File: config.mk
export PLATFORM = sky130hd
export DESIGN_NAME = ifetch_unit
export DESIGN_NICKNAME = d
export VERILOG_FILES = /design/src/rtl/ifetch_unit_pkg.sv /design/src/rtl/ifetch_fifo.sv /design/src/rtl/ifetch_unit.sv
export SDC_FILE = /design/constraint.sdc
export NUM_CORES = 1
export LEC_CHECK = 0
export ABC_AREA = 1
export CORE_MARGIN = 4
export CORE_UTILIZATION = 49
export CTS_BUF_LIST = sky130_fd_sc_hd__clkbuf_4
export CTS_CLUSTER_DIAMETER = 120
export DETAILED_ROUTE_END_ITERATION = 10
export HOLD_SLACK_MARGIN = 0.02
export PLACE_DENSITY = 0.82
export SYNTH_ARGS = -nofsm -noshare
export SYNTH_HDL_FRONTEND = slang
export SYNTH_SLANG_ARGS = --single-unit
File: constraint.sdc
create_clock -name clk -period 4.62 [get_ports clk]
set_input_delay 1.155 -clock clk [delete_from_list [all_inputs] [get_ports clk]]
set_output_delay 1.155 -clock clk [all_outputs]
set_load 0.005 [all_outputs]
File: src/rtl/ifetch_unit_pkg.sv
// Shared definitions for the instruction fetch front end: reset PC, MIPS opcode
// fields used for syscall detection, and the prefetch FIFO entry layout.
package ifetch_unit_pkg;

    localparam logic [31:0] RESET_PC_DEFAULT = 32'h0000_0000;

    localparam logic [5:0] OP_SPECIAL    = 6'h00;
    localparam logic [5:0] FUNCT_SYSCALL = 6'h0C;

    localparam int OP_MSB    = 31;
    localparam int OP_LSB    = 26;
    localparam int FUNCT_MSB = 5;
    localparam int FUNCT_LSB = 0;

    typedef struct packed {
        logic [31:0] word;
        logic [31:0] pc_plus_4;
    } fifo_entry_t;

    function automatic logic is_syscall(input logic [31:0] word);
        return (word[OP_MSB:OP_LSB] == OP_SPECIAL) &&
               (word[FUNCT_MSB:FUNCT_LSB] == FUNCT_SYSCALL);
    endfunction

endpackage

File: src/rtl/ifetch_fifo.sv
// Prefetch buffer: synchronous FIFO of {word, pc+4} with push, pop and flush.
// The head reads as zero whenever the buffer is empty.
module ifetch_fifo
    import ifetch_unit_pkg::*;
#(
    parameter int DEPTH = 2
) (
    input  logic                     clk,
    input  logic                     rst,
    input  logic                     i_push,
    input  logic [31:0]              i_push_word,
    input  logic [31:0]              i_push_pc4,
    input  logic                     i_pop,
    input  logic                     i_flush,
    output logic [31:0]              o_head_word,
    output logic [31:0]              o_head_pc4,
    output logic [$clog2(DEPTH):0]   o_count
);

    localparam int PTR_W = $clog2(DEPTH);
    localparam int CNT_W = $clog2(DEPTH) + 1;

    fifo_entry_t      r_mem [DEPTH];
    logic [PTR_W-1:0] r_wr_ptr;
    logic [PTR_W-1:0] r_rd_ptr;
    logic [CNT_W-1:0] r_count;

    logic        w_do_pop;
    logic        w_do_push;
    logic        w_not_empty;
    fifo_entry_t w_head;

    assign w_not_empty = (r_count != '0);
    assign w_do_pop    = i_pop && w_not_empty;
    // A full buffer may still accept a word in the same cycle its head leaves.
    assign w_do_push   = i_push && ((r_count != CNT_W'(DEPTH)) || w_do_pop);

    // NOTE: storage has no reset; occupancy is tracked by r_count alone, so
    // stale contents are never visible and the array can map to plain RAM/flops.
    always_ff @(posedge clk) begin
        if (w_do_push) begin
            r_mem[r_wr_ptr] <= '{word: i_push_word, pc_plus_4: i_push_pc4};
        end
    end

    // NOTE: all sequential state uses non-blocking assignments so every
    // register samples pre-edge values regardless of statement order.
    always_ff @(posedge clk) begin
        if (rst || i_flush) begin
            r_wr_ptr <= '0;
            r_rd_ptr <= '0;
            r_count  <= '0;
        end else begin
            if (w_do_push) begin
                r_wr_ptr <= r_wr_ptr + PTR_W'(1);
            end
            if (w_do_pop) begin
                r_rd_ptr <= r_rd_ptr + PTR_W'(1);
            end
            r_count <= r_count + CNT_W'(w_do_push) - CNT_W'(w_do_pop);
        end
    end

    assign w_head      = r_mem[r_rd_ptr];
    assign o_head_word = w_not_empty ? w_head.word      : 32'h0;
    assign o_head_pc4  = w_not_empty ? w_head.pc_plus_4 : 32'h0;
    assign o_count     = r_count;

endmodule

File: src/rtl/ifetch_unit.sv
// Instruction fetch front end: PC, credit-limited imem requests, prefetch FIFO,
// redirect flush. Optional syscall halt enabled by IFETCH_SYSCALL_HALT_EN.
module ifetch_unit
    import ifetch_unit_pkg::*;
#(
    parameter logic [31:0] RESET_PC   = RESET_PC_DEFAULT,
    parameter int          FIFO_DEPTH = 2
) (
    input  logic        clk,
    input  logic        rst,
    output logic        imem_req_valid,
    input  logic        imem_req_ready,
    output logic [31:0] imem_req_addr,
    input  logic        imem_rsp_valid,
    input  logic [31:0] imem_rsp_data,
    output logic        inst_valid,
    input  logic        inst_ready,
    output logic [31:0] inst_data,
    output logic [31:0] inst_pc_plus_4,
    input  logic        redirect_valid,
    input  logic [31:0] redirect_target,
    output logic        halted
);

    localparam int CNT_W = $clog2(FIFO_DEPTH) + 1;

    logic [31:0]      r_pc;
    logic [31:0]      r_rsp_pc;
    logic [CNT_W-1:0] r_outstanding;
    logic [CNT_W-1:0] r_discard;

    logic [CNT_W-1:0] w_fifo_count;
    logic [31:0]      w_head_word;
    logic [31:0]      w_head_pc4;
    logic [CNT_W:0]   w_credit_used;
    logic [CNT_W-1:0] w_outstanding_next;
    logic [31:0]      w_target;
    logic             w_pop;
    logic             w_req_fire;
    logic             w_stop;
    logic             w_flush;
    logic             w_push;

    assign w_pop = inst_valid && inst_ready;

    // The word leaving this cycle frees its slot, which keeps single-cycle
    // memory streaming at one instruction per cycle with a two-entry buffer.
    assign w_credit_used = {1'b0, r_outstanding} + {1'b0, w_fifo_count}
                         - (CNT_W+1)'(w_pop);

    assign imem_req_valid = !rst && !redirect_valid && !halted &&
                            (w_credit_used < (CNT_W+1)'(FIFO_DEPTH));
    assign imem_req_addr  = r_pc;
    assign w_req_fire     = imem_req_valid && imem_req_ready;

`ifdef IFETCH_SYSCALL_HALT_EN
    logic r_halted;

    assign w_stop = w_pop && is_syscall(w_head_word);

    always_ff @(posedge clk) begin
        if (rst || redirect_valid) begin
            r_halted <= 1'b0;
        end else if (w_stop) begin
            r_halted <= 1'b1;
        end
    end

    assign halted = r_halted;
`else
    assign w_stop = 1'b0;
    assign halted = 1'b0;
`endif

    assign w_flush            = redirect_valid || w_stop;
    assign w_push             = imem_rsp_valid && (r_discard == '0) && !w_flush;
    assign w_outstanding_next = r_outstanding + CNT_W'(w_req_fire) - CNT_W'(imem_rsp_valid);
    assign w_target           = redirect_target & 32'hFFFF_FFFC;

    always_ff @(posedge clk) begin
        if (rst) begin
            r_pc          <= RESET_PC & 32'hFFFF_FFFC;
            r_rsp_pc      <= RESET_PC & 32'hFFFF_FFFC;
            r_outstanding <= '0;
            r_discard     <= '0;
        end else begin
            r_outstanding <= w_outstanding_next;

            if (redirect_valid) begin
                r_pc     <= w_target;
                r_rsp_pc <= w_target;
            end else begin
                if (w_req_fire) begin
                    r_pc <= r_pc + 32'd4;
                end
                if (w_push) begin
                    r_rsp_pc <= r_rsp_pc + 32'd4;
                end
            end

            // Everything still in flight after this cycle belongs to the old stream.
            if (w_flush) begin
                r_discard <= w_outstanding_next;
            end else if (imem_rsp_valid && (r_discard != '0)) begin
                r_discard <= r_discard - CNT_W'(1);
            end
        end
    end

    ifetch_fifo #(
        .DEPTH (FIFO_DEPTH)
    ) u_fifo (
        .clk         (clk),
        .rst         (rst),
        .i_push      (w_push),
        .i_push_word (imem_rsp_data),
        .i_push_pc4  (r_rsp_pc + 32'd4),
        .i_pop       (w_pop),
        .i_flush     (w_flush),
        .o_head_word (w_head_word),
        .o_head_pc4  (w_head_pc4),
        .o_count     (w_fifo_count)
    );

    assign inst_valid     = (w_fifo_count != '0);
    assign inst_data      = w_head_word;
    assign inst_pc_plus_4 = w_head_pc4;

endmodule

After elaboration in Yosys (flattened, before gate mapping)
Memory sizes are Yosys's and may differ from the RTL's. A register that Yosys moved wholly into a read port is not among the register bits.
Index checks and enable logic that the tools add are counted.
{"block": "op_classes", "order_cmp": 1, "eq_ne": 1, "n_addsub": 11, "muxes": 12, "reduce_logical": 20}
{"operator": "32-bit 2-to-1 mux", "count": 6}
{"operator": "32-bit by 3-bit adder with 32-bit output (second input constant)", "count": 2}
{"operator": "2-bit nonzero test", "count": 5}
{"operator": "1-bit logical AND", "count": 9}
{"operator": "2-bit by 1-bit adder with 2-bit output", "count": 2}
{"operator": "1-bit 2-to-1 mux", "count": 4}
{"operator": "2-bit 2-to-1 mux", "count": 2}
{"operator": "2-bit by 1-bit subtractor with 2-bit output", "count": 2}
{"operator": "2-bit by 2-bit adder with 3-bit output", "count": 1}
{"operator": "3-bit by 2-bit < comparator with 1-bit output (second input constant)", "count": 1}
{"operator": "3-bit by 1-bit subtractor with 3-bit output", "count": 1}
{"operator": "1-bit adder (second input constant)", "count": 2}
{"operator": "1-bit zero test", "count": 2}
{"operator": "2-bit zero test", "count": 1}
{"operator": "1-bit logical OR", "count": 2}
{"operator": "2-bit inequality test (second input constant)", "count": 1}
{"operator": "2-bit OR reduction", "count": 1}
{"operator": "2-bit by 1-bit subtractor with 2-bit output (second input constant)", "count": 1}
{"block": "totals", "mem_count": 1, "mem_bits_rw": 128, "reg_bits": 72, "elab_cells": 55}
{"memory": "u_fifo.r_mem", "depth": 2, "word_bits": 64, "rd": 1, "rd_ports_with_merged_regs": 1, "write_ports": 1, "line_no": "ifetch_fifo.sv:23", "source": "fifo_entry_t r_mem [DEPTH];"}

Longest topological paths before layout
{"block": "logic_depth", "ltp_word": 9, "depth_mapped": 19, "ltp_nobuf": 19}

By module
A second synthesis with hierarchy kept.
{"block": "hier_totals", "hier_cells": 1147, "hier_area_um2": 9779.4}
{"module": "ifetch_fifo", "seq_area_each_um2": 3943.8, "area_each_um2": 5119.9, "cells_per_inst": 377, "n_inst": 1}
{"module": "ifetch_unit", "seq_area_each_um2": 1281.2, "area_each_um2": 4659.5, "cells_per_inst": 770, "n_inst": 1}

Least setup slack after synthesis
No wires, ideal clock.
{"block": "synth_path", "kind": "input-to-reg", "startpoint": "input port redirect_valid", "endpoint": "memory u_fifo.r_mem[1][10] in the netlist's numbering, enable pin", "path_buffers": 1, "arrival_time_ns": 4.335, "setup_ns": 0.484, "required_ns": 4.136, "path_slack_ns": -0.198, "stages": 4, "cell_sequence": "buf_2 -> nor2_2 -> nand2_1 -> nor2_1"}
{"block": "synth_between", "elab_chain_len": 5}
{"element": "from (decl)", "line_no": "ifetch_unit.sv:20", "source": "input logic redirect_valid,"}
{"element": "1-bit zero test", "line_no": "ifetch_unit.sv:76", "source": "assign w_push = imem_rsp_valid && (r_discard == '0) && !w_flush;"}
{"element": "1-bit logical AND", "line_no": "ifetch_unit.sv:76"}
{"element": "1-bit logical AND", "line_no": "ifetch_fifo.sv:36", "source": "assign w_do_push = i_push && ((r_count != CNT_W'(DEPTH)) || w_do_pop);"}
{"element": "1-bit 2-to-1 mux", "line_no": "ifetch_fifo.sv:41", "source": "if (w_do_push) begin"}
{"element": "1-bit 2-to-1 mux (not written as such)", "line_no": "ifetch_fifo.sv:42", "source": "r_mem[r_wr_ptr] <= '{word: i_push_word, pc_plus_4: i_push_pc4};"}
{"element": "to (decl)", "line_no": "ifetch_fifo.sv:23"}
Every way passes these cells.

Final worst setup path
{"block": "layout_path", "startpoint": "input port inst_ready", "endpoint": "output port imem_req_valid"}
{"block": "layout_between", "elab_chain_len": 4}
{"element": "from (decl)", "line_no": "ifetch_unit.sv:17", "source": "input logic inst_ready,"}
{"element": "1-bit logical AND", "line_no": "ifetch_unit.sv:44", "source": "assign w_pop = inst_valid && inst_ready;"}
{"element": "3-bit by 1-bit subtractor with 3-bit output", "line_no": "ifetch_unit.sv:49", "source": "- (CNT_W+1)'(w_pop);"}
{"element": "3-bit by 2-bit < comparator with 1-bit output", "line_no": "ifetch_unit.sv:52", "source": "(w_credit_used < (CNT_W+1)'(FIFO_DEPTH));"}
{"element": "1-bit logical AND", "line_no": "ifetch_unit.sv:51", "source": "assign imem_req_valid = !rst && !redirect_valid && !halted &&"}
{"element": "to (decl)", "line_no": "ifetch_unit.sv:11", "source": "output logic imem_req_valid,"}
Every way passes these cells.

==> impl_metrics.json <==
{
  "holdWs_ps": 458,
  "worst_pin_slew_ps": 1110,
  "fp.dieW_microns": 147,
  "critPathArrivalTime_ps": 3020,
  "grt_usage": 0.212,
  "finalHoldViolCount": 0,
  "drtIter0Drc": 738,
  "synthTopCellsByCount": "394 x nand2_1, 124 x edfxtp_1, 112 x a21oi_1, 107 x inv_1, 77 x nor2_1",
  "synth_top_area_share": 0.393,
  "fmaxAchievable_ghz": 0.240,
  "synth.most_common_cell": "nand2_1",
  "area_delta_synth_final_pct": 22.4,
  "crit_slowest_cell": "fa_1",
  "ys.flop_type": "edfxtp_1",
  "start_util": 0.503,
  "async_flop_share": 0,
  "cp_top_family": "buffers and inverters",
  "cts_tree": "built",
  "crit_required_ps": 3460,
  "timing.final.ws_setup_ps": 446,
  "synthTopCellsByArea": "edfxtp_1 39%, nand2_1 16%, dfxtp_1 15%, a21oi_1 5.9%, inv_1 4.2%",
  "overflow": 0,
  "drc": 0,
  "cp-end-kind": "output port",
  "drive_gt1_frac": 0.0790,
  "port_buffers": 161,
  "gp_congestion": 0.914,
  "place_hpwl_mm": 16.2,
  "htree_num_levels": 4,
  "grt_pass1_wl_mm": 37.1,
  "final_cell_area_sq_um": 11600,
  "n_antenna_cell": 0,
  "cpMostUsedCell": "inv_1",
  "clockRootBuffer": "clkbuf_4",
  "drtAntennaViolNets": 0,
  "relSlewSlack": 0.258,
  "yosys_warnings": 0,
  "core_sq_um": 18800,
  "critPathBufInv": 6,
  "grt_pass1_vias": 7355,
  "wl_per_cell_microns": 15.0,
  "syn_avg_cell_area_sq_um": 8.41,
  "dpl-instance-area_sq_um": 11300,
  "cts_buffers": 17,
  "hp-class": "reg -> reg",
  "fillers": 1585,
  "cp_max_fo": 2,
  "yosysUniqueCellTypes": 39,
  "seqCellArea_sq_um": 5110,
  "maxCapViolCount": 0,
  "clk_path_buf_depth": 2,
  "rsz0062_at_grt": "no",
  "finalCritPeriodShare": 0.904,
  "die_height_microns": 147,
  "skew_ps": 27.2,
  "path_clk_slew_ps": 150,
  "first_pass_iters": 6,
  "cts_hold_buf": 0,
  "status": "finished, final reports clean",
  "finalSetupViolations": 0,
  "max_stage_delay_ps": 470,
  "layout_min_cycle_time_ps": 4170,
  "clock_latency_ps": 590,
  "antenna_found_initial": 0,
  "synth-seq-cells": 193,
  "syn_area_sq_um": 9470,
  "slew_viol_final": 0,
  "syn_inst": 1126,
  "vias_per_cell": 5.05,
  "path_cells": "clkdlybuf4s50_1 > inv_1 > nor2_2 > ha_1 > inv_1 > nand2_1 > fa_1 > inv_1 > nor2_4 > nand2_2 > inv_1 > dlymetal6s2s_1",
  "layout.nets": 1357,
  "synth_top_area_cell": "edfxtp_1",
  "ios": 169,
  "synth-edff-count": 124,
  "cts.sinks": 193,
  "row_count": 50,
  "vias": 7837,
  "start_kind": "input port",
  "p_leak_nw": 4.35,
  "vdd_drop_max_mv": 0.145,
  "power_density_nw_per_um2": 285,
  "yosysSeqAreaShare": 0.539,
  "grt_max_degree": 64,
  "dieArea_sq_um": 21600,
  "crit_type": "in -> out",
  "wirelength_mm": 23.3,
  "multi_input_area_sq_um": 3760,
  "dp_slack_ps": -25.0
}
## report_power, final
part / total [mW] / internal, mW / switching [mW]
Combinational: 0.481 / 0.219 / 0.262
Sequential: 1.99 / 1.92 / 0.0624
Clock: 0.836 / 0.229 / 0.607
## path summary, 6_finish.rpt
kind	cells after the start	slack, ps	end	startpoint
max	12	450	imem_req_valid	inst_ready
min	1	460	flip-flop	u_fifo.r_rd_ptr$_SDFFE_PP0P_
max reg2reg	19	1620	r_discard[1]$_SDFFE_PP0P_	u_fifo.o_count[1]$_SDFF_PP0_
min reg2reg	1	460	flip-flop	u_fifo.r_rd_ptr$_SDFFE_PP0P_
## state kept, by name, indices dropped and copies added (netlist names), named ones only
name	flops
imem_req_addr	30
r_discard	2
r_outstanding	2
r_rsp_pc	30
u_fifo.o_count	2
u_fifo.r_mem	124
u_fifo.r_rd_ptr	1
u_fifo.r_wr_ptr	1
## layout make-up
class | instances | share of cell area
flip-flops and latches | 193 | 0.440
multi-input cells | 780 | 0.324
repair buffers | 174 | 0.149
inverters | 112 | 0.0365
well taps | 260 | 0.0281
clock buffers | 17 | 0.0110
clock inverters | 15 | 0.0108
## per-layer routing
metal  global-route usage  vias to the layer above  share of wire
met4               0.0666                        0          0.019
met1                0.304                     3512           0.46
li1                     -                     3951              -
met3               0.0419                       37          0.082
met5                    0                        -              0
met2                0.327                      337           0.44
## per-stage QoR
step                       util  instances  TNS (ps)  total power, mW
final                     0.616       1551         0             3.30
after detailed placement  0.602       1518     -25.0             2.50
after global routing      0.616       1551         0             3.45
after global placement    0.602       1518         0             2.49
after floorplan               -       1130         0             2.27
after CTS                 0.615       1550         0             3.32
## cell usage in the layout (no fill, tap or decap), types with 2 or more instances in the layout
master and count:
inv_1 107, edfxtp_1 124, buf_4 11, a21oi_2 2
o22ai_1 2, dfxtp_1 68, a21oi_1 112, a31oi_1 11
xor2_2 7, xnor2_1 11, nand2_4 2, nand3_2 2
ha_1 8, nand2_1 393, conb_1 5, buf_12 2
nor2_1 73, nand3b_1 5, nand4_1 7, or2_2 5
clkinv_4 2, and2_1 3, nor3_1 3, nand3_1 49
clkdlybuf4s50_1 159, inv_6 4, clkinvlp_4 4, o21ai_0 34
nand2_2 5, nor2_4 15, clkbuf_4 17, inv_2 4
nor2_2 11, xor2_1 9, inv_8 3
## cells by family (layout without fill, tap and decap cells)
| family | Yosys count | in the layout | share of synthesized area |
|---|---|---|---|
| compound gates | 164 | 164 | 0.0910 |
| buf+inv | 157 | 318 | 0.0688 |
| other cells | 1 | 5 | 0.000396 |
| fa+ha+maj | 9 | 9 | 0.0127 |
| flops | 193 | 193 | 0.539 |
| xor+xnor | 27 | 27 | 0.0305 |
| simple gates | 575 | 575 | 0.258 |
## timing repair
| item | 4_1_cts | 5_1_grt |
|---|---|---|
| buffers inserted | 0 | 1 |
| pin swaps | 0 | 1 |
| resized for setup | 1 | 2 |
| setup endpoints to repair | 1 | 1 |
Power figures use the tool's default switching activity.
